File: src/rtl/uart_frame_loader_pkg.sv
// uart_frame_loader_pkg: shared types and frame geometry for the serial frame loader.
//   state_t    : loader FSM states
//   rx_state_t : serial receiver states
//   row_t      : one matrix row word, [.RGB.RGB] x4
package uart_frame_loader_pkg;
   typedef enum logic [1:0] {HUNT, COLLECT, CHECK, WRITE} state_t;
   typedef enum logic [2:0] {RX_IDLE, RX_START, RX_DATA, RX_STOP, RX_BREAK} rx_state_t;
   localparam int FRAME_ROWS    = 8;
   localparam int BYTES_PER_ROW = 4;
   localparam int FRAME_BYTES   = FRAME_ROWS * BYTES_PER_ROW;
   typedef logic [31:0] row_t;
endpackage

File: src/rtl/uart_rx.sv
// uart_rx: 8N1 serial byte receiver with 2-flop synchroniser and framing check.
//   clk, reset_n : clock, synchronous active-low reset
//   rx           : asynchronous serial line, idle high
//   rx_valid     : one-cycle strobe, rx_byte holds the received byte
//   rx_byte      : last received byte
//   rx_ferr      : one-cycle strobe when a stop bit is sampled low
module uart_rx
   import uart_frame_loader_pkg::*;
#(
   parameter int CLKS_PER_BIT = 1302
)(
   input  logic       clk,
   input  logic       reset_n,
   input  logic       rx,
   output logic       rx_valid,
   output logic [7:0] rx_byte,
   output logic       rx_ferr
);
   localparam int CW = $clog2(CLKS_PER_BIT);
   localparam logic [CW-1:0] BIT_LAST  = CW'(CLKS_PER_BIT - 1);
   localparam logic [CW-1:0] HALF_LAST = CW'(CLKS_PER_BIT / 2 - 1);
   rx_state_t state, state_nxt;
   logic rx_meta, rx_sync, rx_prev;
   logic [CW-1:0] cnt, cnt_nxt;
   logic [2:0] bit_idx, bit_idx_nxt;
   logic [7:0] shreg, shreg_nxt;
   logic valid_nxt, ferr_nxt;
   assign rx_byte = shreg;
   always_ff @(posedge clk) begin
      if (!reset_n) begin
         {rx_meta, rx_sync, rx_prev} <= 3'b111;
         state    <= RX_IDLE;
         cnt      <= '0;
         bit_idx  <= '0;
         shreg    <= '0;
         rx_valid <= 1'b0;
         rx_ferr  <= 1'b0;
      end else begin
         {rx_meta, rx_sync, rx_prev} <= {rx, rx_meta, rx_sync};
         state    <= state_nxt;
         cnt      <= cnt_nxt;
         bit_idx  <= bit_idx_nxt;
         shreg    <= shreg_nxt;
         rx_valid <= valid_nxt;
         rx_ferr  <= ferr_nxt;
      end
   end
   always_comb begin
      state_nxt   = state;
      cnt_nxt     = cnt + 1'b1;
      bit_idx_nxt = bit_idx;
      shreg_nxt   = shreg;
      valid_nxt   = 1'b0;
      ferr_nxt    = 1'b0;
      case (state)
         RX_IDLE: begin
            cnt_nxt = '0;
            if (rx_prev && !rx_sync) state_nxt = RX_START;
         end
         // a start bit that is high again at mid-bit was a glitch
         RX_START: if (cnt == HALF_LAST) begin
            cnt_nxt     = '0;
            bit_idx_nxt = '0;
            state_nxt   = rx_sync ? RX_IDLE : RX_DATA;
         end
         RX_DATA: if (cnt == BIT_LAST) begin
            cnt_nxt     = '0;
            shreg_nxt   = {rx_sync, shreg[7:1]};
            bit_idx_nxt = bit_idx + 3'd1;
            if (bit_idx == 3'd7) state_nxt = RX_STOP;
         end
         RX_STOP: if (cnt == BIT_LAST) begin
            cnt_nxt   = '0;
            valid_nxt = rx_sync;
            ferr_nxt  = !rx_sync;
            state_nxt = rx_sync ? RX_IDLE : RX_BREAK;
         end
         // after a framing error, wait for the line to go idle before hunting again
         RX_BREAK: begin
            cnt_nxt = '0;
            if (rx_sync) state_nxt = RX_IDLE;
         end
         default: state_nxt = RX_IDLE;
      endcase
   end
endmodule

File: src/rtl/uart_frame_loader.sv
// uart_frame_loader: receives 8x8 RGB frames over 8N1 serial and bursts them to the matrix over pipelined wishbone.
//   clk, reset_n        : clock, synchronous active-low reset
//   i_rx                : serial input, idle high; frame = SYNC_BYTE + 32 data bytes
//   o_wb_*              : wishbone master, one 8-row pipelined write burst per frame
//   i_wb_ack/stall      : slave handshake; i_wb_rdata is not used
//   o_frame_done        : one-cycle pulse after the 8th ack of a burst
//   o_err               : one-cycle pulse on framing error, timeout or checksum mismatch
//   o_busy              : high whenever the loader is not hunting for a sync byte
// Build option: define UART_FRAME_LOADER_CHECKSUM_EN to require a trailing XOR checksum byte.
module uart_frame_loader
   import uart_frame_loader_pkg::*;
#(
   parameter int         CLK_HZ       = 150000000,
   parameter int         BAUD         = 115200,
   parameter logic [7:0] SYNC_BYTE    = 8'hA5,
   parameter int         TIMEOUT_CLKS = 4 * 10 * (CLK_HZ / BAUD)
)(
   input  logic        clk,
   input  logic        reset_n,
   input  logic        i_rx,
   output logic        o_wb_cyc,
   output logic        o_wb_stb,
   output logic        o_wb_we,
   output logic [2:0]  o_wb_addr,
   output logic [3:0]  o_wb_sel,
   output logic [31:0] o_wb_wdata,
   input  logic        i_wb_ack,
   input  logic        i_wb_stall,
   input  logic [31:0] i_wb_rdata,
   output logic        o_frame_done,
   output logic        o_err,
   output logic        o_busy
);
   localparam int CLKS_PER_BIT = CLK_HZ / BAUD;
   localparam int IW = $clog2(TIMEOUT_CLKS + 1);
   localparam logic [IW-1:0] IDLE_LAST = IW'(TIMEOUT_CLKS - 1);
`ifdef UART_FRAME_LOADER_CHECKSUM_EN
   localparam state_t AFTER_DATA = CHECK;
`else
   localparam state_t AFTER_DATA = WRITE;
`endif
   state_t state, state_nxt;
   logic rx_valid, rx_ferr;
   logic [7:0] rx_byte;
   logic [4:0] byte_cnt;
   logic [3:0] row_cnt, ack_cnt;
   logic [IW-1:0] idle_cnt;
   row_t frame_mem [FRAME_ROWS];
   logic err_nxt, done_nxt, accept, ack_hit, timeout, rdata_unused;
`ifdef UART_FRAME_LOADER_CHECKSUM_EN
   logic [7:0] csum;
`endif
   uart_rx #(.CLKS_PER_BIT(CLKS_PER_BIT)) u_rx (
      .clk      (clk),
      .reset_n  (reset_n),
      .rx       (i_rx),
      .rx_valid (rx_valid),
      .rx_byte  (rx_byte),
      .rx_ferr  (rx_ferr)
   );
   assign rdata_unused = ^i_wb_rdata;
   // row_cnt counts accepted rows; bit 3 set means all 8 rows are out
   assign o_wb_cyc   = state == WRITE;
   assign o_wb_stb   = o_wb_cyc && !row_cnt[3];
   assign o_wb_we    = o_wb_stb;
   assign o_wb_sel   = {4{o_wb_stb}};
   assign o_wb_addr  = row_cnt[2:0];
   assign o_wb_wdata = o_wb_stb ? frame_mem[row_cnt[2:0]] : '0;
   assign o_busy     = state != HUNT;
   assign accept     = o_wb_stb && !i_wb_stall;
   assign ack_hit    = o_wb_cyc && i_wb_ack;
   assign timeout    = idle_cnt == IDLE_LAST;
   always_comb begin
      state_nxt = state;
      err_nxt   = rx_ferr;
      done_nxt  = 1'b0;
      case (state)
         HUNT: if (rx_valid && rx_byte == SYNC_BYTE) state_nxt = COLLECT;
         // a byte arriving on the timeout cycle takes priority over the timeout
         COLLECT: if (rx_valid) begin
            if (byte_cnt == 5'(FRAME_BYTES - 1)) state_nxt = AFTER_DATA;
         end else if (timeout) begin
            err_nxt   = 1'b1;
            state_nxt = HUNT;
         end
`ifdef UART_FRAME_LOADER_CHECKSUM_EN
         CHECK: if (rx_valid) begin
            err_nxt   = rx_byte != csum;
            state_nxt = rx_byte == csum ? WRITE : HUNT;
         end else if (timeout) begin
            err_nxt   = 1'b1;
            state_nxt = HUNT;
         end
`endif
         WRITE: if (ack_hit && ack_cnt == 4'd7) begin
            done_nxt  = 1'b1;
            state_nxt = HUNT;
         end
         default: state_nxt = HUNT;
      endcase
   end
   always_ff @(posedge clk) begin
      if (!reset_n) begin
         state        <= HUNT;
         byte_cnt     <= '0;
         row_cnt      <= '0;
         ack_cnt      <= '0;
         idle_cnt     <= '0;
         o_err        <= 1'b0;
         o_frame_done <= 1'b0;
      end else begin
         state        <= state_nxt;
         o_err        <= err_nxt;
         o_frame_done <= done_nxt;
         byte_cnt     <= state != COLLECT ? '0 : byte_cnt + 5'(rx_valid);
         idle_cnt     <= (state inside {COLLECT, CHECK}) && !rx_valid ? idle_cnt + 1'b1 : '0;
         row_cnt      <= o_wb_cyc ? row_cnt + 4'(accept) : '0;
         ack_cnt      <= o_wb_cyc ? ack_cnt + 4'(ack_hit) : '0;
      end
   end
`ifdef UART_FRAME_LOADER_CHECKSUM_EN
   always_ff @(posedge clk) begin
      if (!reset_n || state == HUNT) csum <= '0;
      else if (state == COLLECT && rx_valid) csum <= csum ^ rx_byte;
   end
`endif
   // first byte of a row lands in bits [31:24]
   always_ff @(posedge clk) begin
      if (state == COLLECT && rx_valid) frame_mem[byte_cnt[4:2]][{~byte_cnt[1:0], 3'b000} +: 8] <= rx_byte;
   end
endmodule
File: config.mk
export PLATFORM = sky130hd
export DESIGN_NAME = uart_frame_loader
export DESIGN_NICKNAME = d
export VERILOG_FILES = /design/src/rtl/uart_frame_loader_pkg.sv /design/src/rtl/uart_rx.sv /design/src/rtl/uart_frame_loader.sv
export SDC_FILE = /design/constraint.sdc
export NUM_CORES = 1
export LEC_CHECK = 0
export CORE_MARGIN = 10
export CORE_UTILIZATION = 46
export DETAILED_ROUTE_END_ITERATION = 10
export PLACE_DENSITY = 0.66
export SYNTH_ARGS = -nofsm -noshare
export SYNTH_HDL_FRONTEND = slang
export SYNTH_SLANG_ARGS = --single-unit
File: constraint.sdc
create_clock -name clk -period 3.3 [get_ports clk]
set_input_delay 0.66 -clock clk [delete_from_list [all_inputs] [get_ports clk]]
set_output_delay 0.66 -clock clk [all_outputs]
set_load 0.01 [all_outputs]
# == Word level (Yosys, flattened, before mapping) ==
# Memory sizes are Yosys's and may differ from the RTL's. A register that Yosys moved wholly into a read port is not among the register bits.
# Cells that the tools add are included.
# totals
regBits,63
mem_bits_rw,256
output_inout_bits,45
in_bits,37
memories,1
wordCells,109
# mem_list
memory,depth,word_bits,rd,rd_ports_with_merged_regs,wr,line,source
frame_mem,8,32,1,1,1,uart_frame_loader.sv:48,row_t frame_mem [FRAME_ROWS];
# classes
bitwise,2
eq_ne,25
shift,2
reduce_logical,27
n_addsub,7
mux,29
# op_table
operator,count
2-to-1 mux 32 bit,2
one-hot mux 11 bit (3 select lines),1
variable shift 8 x 7 -> 32 bit (first input constant),1
indexed part select 8 x 7 -> 32 bit,1
2-to-1 mux 3 bit,10
2-to-1 mux 11 bit,2
adder 16 x 1 -> 16 bit (second input constant),1
== test 16 bit (second input constant),1
inequality test 2 x 1 -> 1 bit (second input constant),8
one-hot mux 3 bit (5 select lines),1
2-to-1 mux 2 bit,6
adder 11 x 1 -> 11 bit (second input constant),1
== test 11 x 10 -> 1 bit (second input constant),1
== test 11 bit (second input constant),1
adder 4 x 1 -> 4 bit,2
== test 8 bit (second input constant),1
logical AND 1 bit,8
negation 5 -> 7 bit,1
== test 3 x 2 -> 1 bit (second input constant),2
== test 3 bit (second input constant),2
one-hot mux 2 bit (3 select lines),1
one-hot mux 3 bit (2 select lines),1
AND reduction 2 bit,3
AND reduction 3 bit,2
other kinds (20),32

# == Depth between registers and ports, before layout ==
# depth
word_depth,5
mapped_depth,9
depth_no_buf,7

# == By module ==
# From an unflattened synthesis, not the netlist that was laid out.
# unflattened
cells_unflattened,811
area_unflattened_um2,13100.1
# modules_own_cells
mod,area_per_inst_um2,seq_area_each_um2,cells_each,instances
uart_frame_loader,11731.3,8348.0,667,1
uart_rx,1368.8,600.6,144,1

# == Least setup slack after synthesis ==
# OpenSTA, ideal clock, no wires.
# synth_path
path_type,register -> output
start,register row_cnt[0] (netlist name)
end,output port o_wb_wdata[10]
path_slack_ps,1051
path_stages_with_launch,6
n_path_buf,2
required_time_ps,2640
t_arrival_ps,1589
path_cell_list,dfxtp_1 > buf_2 > buf_2 > mux4_2 > mux2i_1 > nor2_1
# synth_rtl
element,line,source
end: declaration,uart_frame_loader.sv:26,"output logic [31:0] o_wb_wdata,"

==> out/results.ini <==
[layout]
multi_input_comb_area_um2 = 3830
n_fill_cell = 2284
drive_above_1_share_pct = 17.8
antenna-diode-count = 0
leading_cell_type_in_the_layout_fill_and_taps_excluded = sky130_fd_sc_hd__edfxtp_1
utilization_pct = 54.6
most-common-layout-cells = sky130_fd_sc_hd__edfxtp_1 (256), sky130_fd_sc_hd__nor2_1 (108), sky130_fd_sc_hd__mux4_2 (64)
seqCellArea_um2 = 8950
stdcell_count = 1299
area_growth_syn_to_layout_pct = 16.7
finalNetCount = 955

[detailed_routing]
wire_per_inst_um = 19.6
detailedRoute.firstPassIterationCount = 4
drt_wl_total_um = 25500
routed_via_density = 5.30
detail_route.iter0.violations = 577
antenna_left = 0
drc = 0
routed-via-count = 6887

[power]
powerDensity_nw_per_um2 = 524
power.switching_uw = 1510
pwr-share-comb_pct = 1.3
total_power_uw = 7990
cellLeakagePower_uw = 0.00445
sw_frac_of_total_pct = 19.0
sequentialPowerShare_pct = 54.0
power.share.clock_pct = 44.6
irDropWorstVdd_mv = 0.332
internal_power_uw = 6470

[die]
die_x_um = 188
floorplan.die.height_um = 188
floorplan.initialDensity_pct = 46.8
core_region_area_um2 = 27900
io_pins = 82
fp.dieArea_um2 = 35500
rows = 61

[yosys]
synth.lib_cells_used.distinct = 54
synth.cell_area_um2 = 13100
synth_top_flop_cell = sky130_fd_sc_hd__edfxtp_1
avgSynthCellArea_um2 = 16.0
count_of_yosys_warnings_during_synthesis = 0
synth.ff_latch_count = 319
post_synth_main_area_contributors = sky130_fd_sc_hd__edfxtp_1 (59%), sky130_fd_sc_hd__mux4_2 (11%), sky130_fd_sc_hd__dfxtp_1 (9.7%)
synth.net_count = 872
synth_largest_area_cell = sky130_fd_sc_hd__edfxtp_1
synth_largest_type_area_fraction_pct = 58.9
synth-async-reset-ratio_pct = 0
post_synth_edffs = 256
synth_seq_area_share_pct = 68.5
postSynthCellCount = 815

[cts]
worstSkewPairLatency_ns = 0.49
cts_tree = yes
cts.path.max_buffers = 3
root_buffer = sky130_fd_sc_hd__clkbuf_16
cts.htree.levels = 2
cts_made_buffers = 34
clkSinkCount = 319
post_cts_buffers = 0
cts.repair.resized = 0
ctsHoldBuffers = 0
clkTransAtPathRegs_ns = 0.06

[setup_path]
worstPathCellList = buf_12 -> mux4_2 -> mux2i_1 -> nor2_1 -> clkdlybuf4s50_1
slowest_cell_on_the_critical_path = sky130_fd_sc_hd__mux4_2
criticalPathCategory = reg2out
crit_fanout = 26
largest_stage_delay_worst_path_ns = 0.53
timing.critical_path.max_delay_family = multiplexers
start_kind = flop
cp.arrival_ns = 2.51
critPathRequiredTime_ns = 2.64
timing.critical_path.buf_inv = 2
setup.worst_path.end_class = output pin

[sta]
finalSetupViolations = 0
post-route-min-period_ns = 3.17
rsz0062_at_grt = no
setup_slack_ns = 0.135
finalMaxSlewViolations = 0
worst-slew-pin-transition_ns = 0.802
final_hold_viol_count = 0
final.period_utilization_pct = 95.9
max-slew-margin-rel_pct = 46.1
clock_skew_ns = 0.00941
fmaxAchievable_ghz = 0.316
timing.setup.tns_ns = 0

[global_route]
largest_net_degree_at_the_start_of_global_routing = 39
antenna_found_initial = 0
grt_pass1_wl_um = 40800
overflow = 0
vias_in_the_first_global_route = 7167
grt_util_all_layers_pct = 14.5

[placement]
dpl_ws_ns = 0.616
globalplace.congestion = 0.777
hpwlAfterDp_um = 15800
dpl.cell_count = 1240
port_buffers = 49

[hold_path]
holdCritPathClass = reg2reg

[run_status]
outcome = complete, no violations

[run]
maxCapViolations = 0

==> cell usage after synthesis, types with 11 or more instances <==
master	instances
sky130_fd_sc_hd__nand3_1	19
sky130_fd_sc_hd__mux2i_1	43
sky130_fd_sc_hd__nand2_1	21
sky130_fd_sc_hd__inv_1	17
sky130_fd_sc_hd__and2_1	35
sky130_fd_sc_hd__buf_2	11
sky130_fd_sc_hd__mux4_2	64
sky130_fd_sc_hd__dfxtp_1	63
sky130_fd_sc_hd__edfxtp_1	256
sky130_fd_sc_hd__xor2_1	15
sky130_fd_sc_hd__nor2_1	108
sky130_fd_sc_hd__clkbuf_1	23
sky130_fd_sc_hd__ha_1	20
sky130_fd_sc_hd__and3_1	11
==> flip-flops by register name, summed over array words and instances (netlist names), 2 cells and up <==
signal and count:
byte_cnt 5, idle_cnt 16, u_rx.rx_byte 8, ack_cnt 4, frame_mem 256, state 2, row_cnt 4, u_rx.state 3
u_rx.bit_idx 3, u_rx.cnt 11
==> final timing paths <==
check                          startpoint  slack (ns)                          to  cells past startpoint
setup reg to reg   byte_cnt[0]$_SDFF_PP0_        1.04  frame_mem[0][25]$_DFFE_PP_                      4
setup / recovery    row_cnt[0]$_SDFF_PN0_        0.13              o_wb_wdata[23]                      5
hold reg to reg   u_rx.rx_meta$_SDFF_PN1_        0.42     u_rx.rx_sync$_SDFF_PN1_                      1
hold / removal    u_rx.rx_meta$_SDFF_PN1_        0.42     u_rx.rx_sync$_SDFF_PN1_                      1
==> cells by family (layout without fill, tap and decap cells) <==
logic type	count (synthesis)	in the layout	share of synthesized area (%)
compound gates	33	33	1.71
xor+xnor	24	24	1.61
fa+ha+maj	20	20	1.92
buf+inv	63	169	2.20
flops	319	319	68.5
mux	107	107	14.3
simple gates	249	249	9.71
==> layer usage <==
| layer | GRT usage [%] | part of all wire [%] | up-vias | routed length, um |
|---|---|---|---|---|
| li1 | - | - | 3244 | - |
| met1 | 19.2 | 43 | 3446 | 10900 |
| met3 | 2.51 | 6.1 | 40 | 1560 |
| met2 | 24.3 | 50 | 157 | 12600 |
| met4 | 3.63 | 1.6 | 0 | 410 |
| met5 | 0 | 0 | - | 0 |
==> through the flow <==
| step | instance area, um^2 | hold WS [ns] |
|---|---|---|
| final | 15200 | 0.420 |
| after detailed placement | 14200 | 0.414 |
| after CTS | 15200 | 0.426 |
| after global routing | 15200 | 0.459 |
| after global placement | 14200 | 0.389 |
| after floorplan | 13100 | 0.386 |
==> power groups by stage <==
stage | sequential, uW | clock, uW | combinational (uW)
final | 4320 | 3560 | 106
after detailed placement | 4400 | 0 | 106
after floorplan | 4390 | 0 | 90.6
after global routing | 4320 | 3810 | 121
after global placement | 4400 | 0 | 105
after CTS | 4320 | 3650 | 107
==> cell type report <==
class                           count  share of cell area [%]
Clock buffer                       46                    6.36
Clock inverter                     13                   0.558
Inverter                           17                   0.419
Multi-Input combinational cell    433                    25.1
Sequential cell                   319                    58.7
Tap cell                          378                    3.10
Timing Repair Buffer               93                    5.71
(Power assumes the default switching activity.)
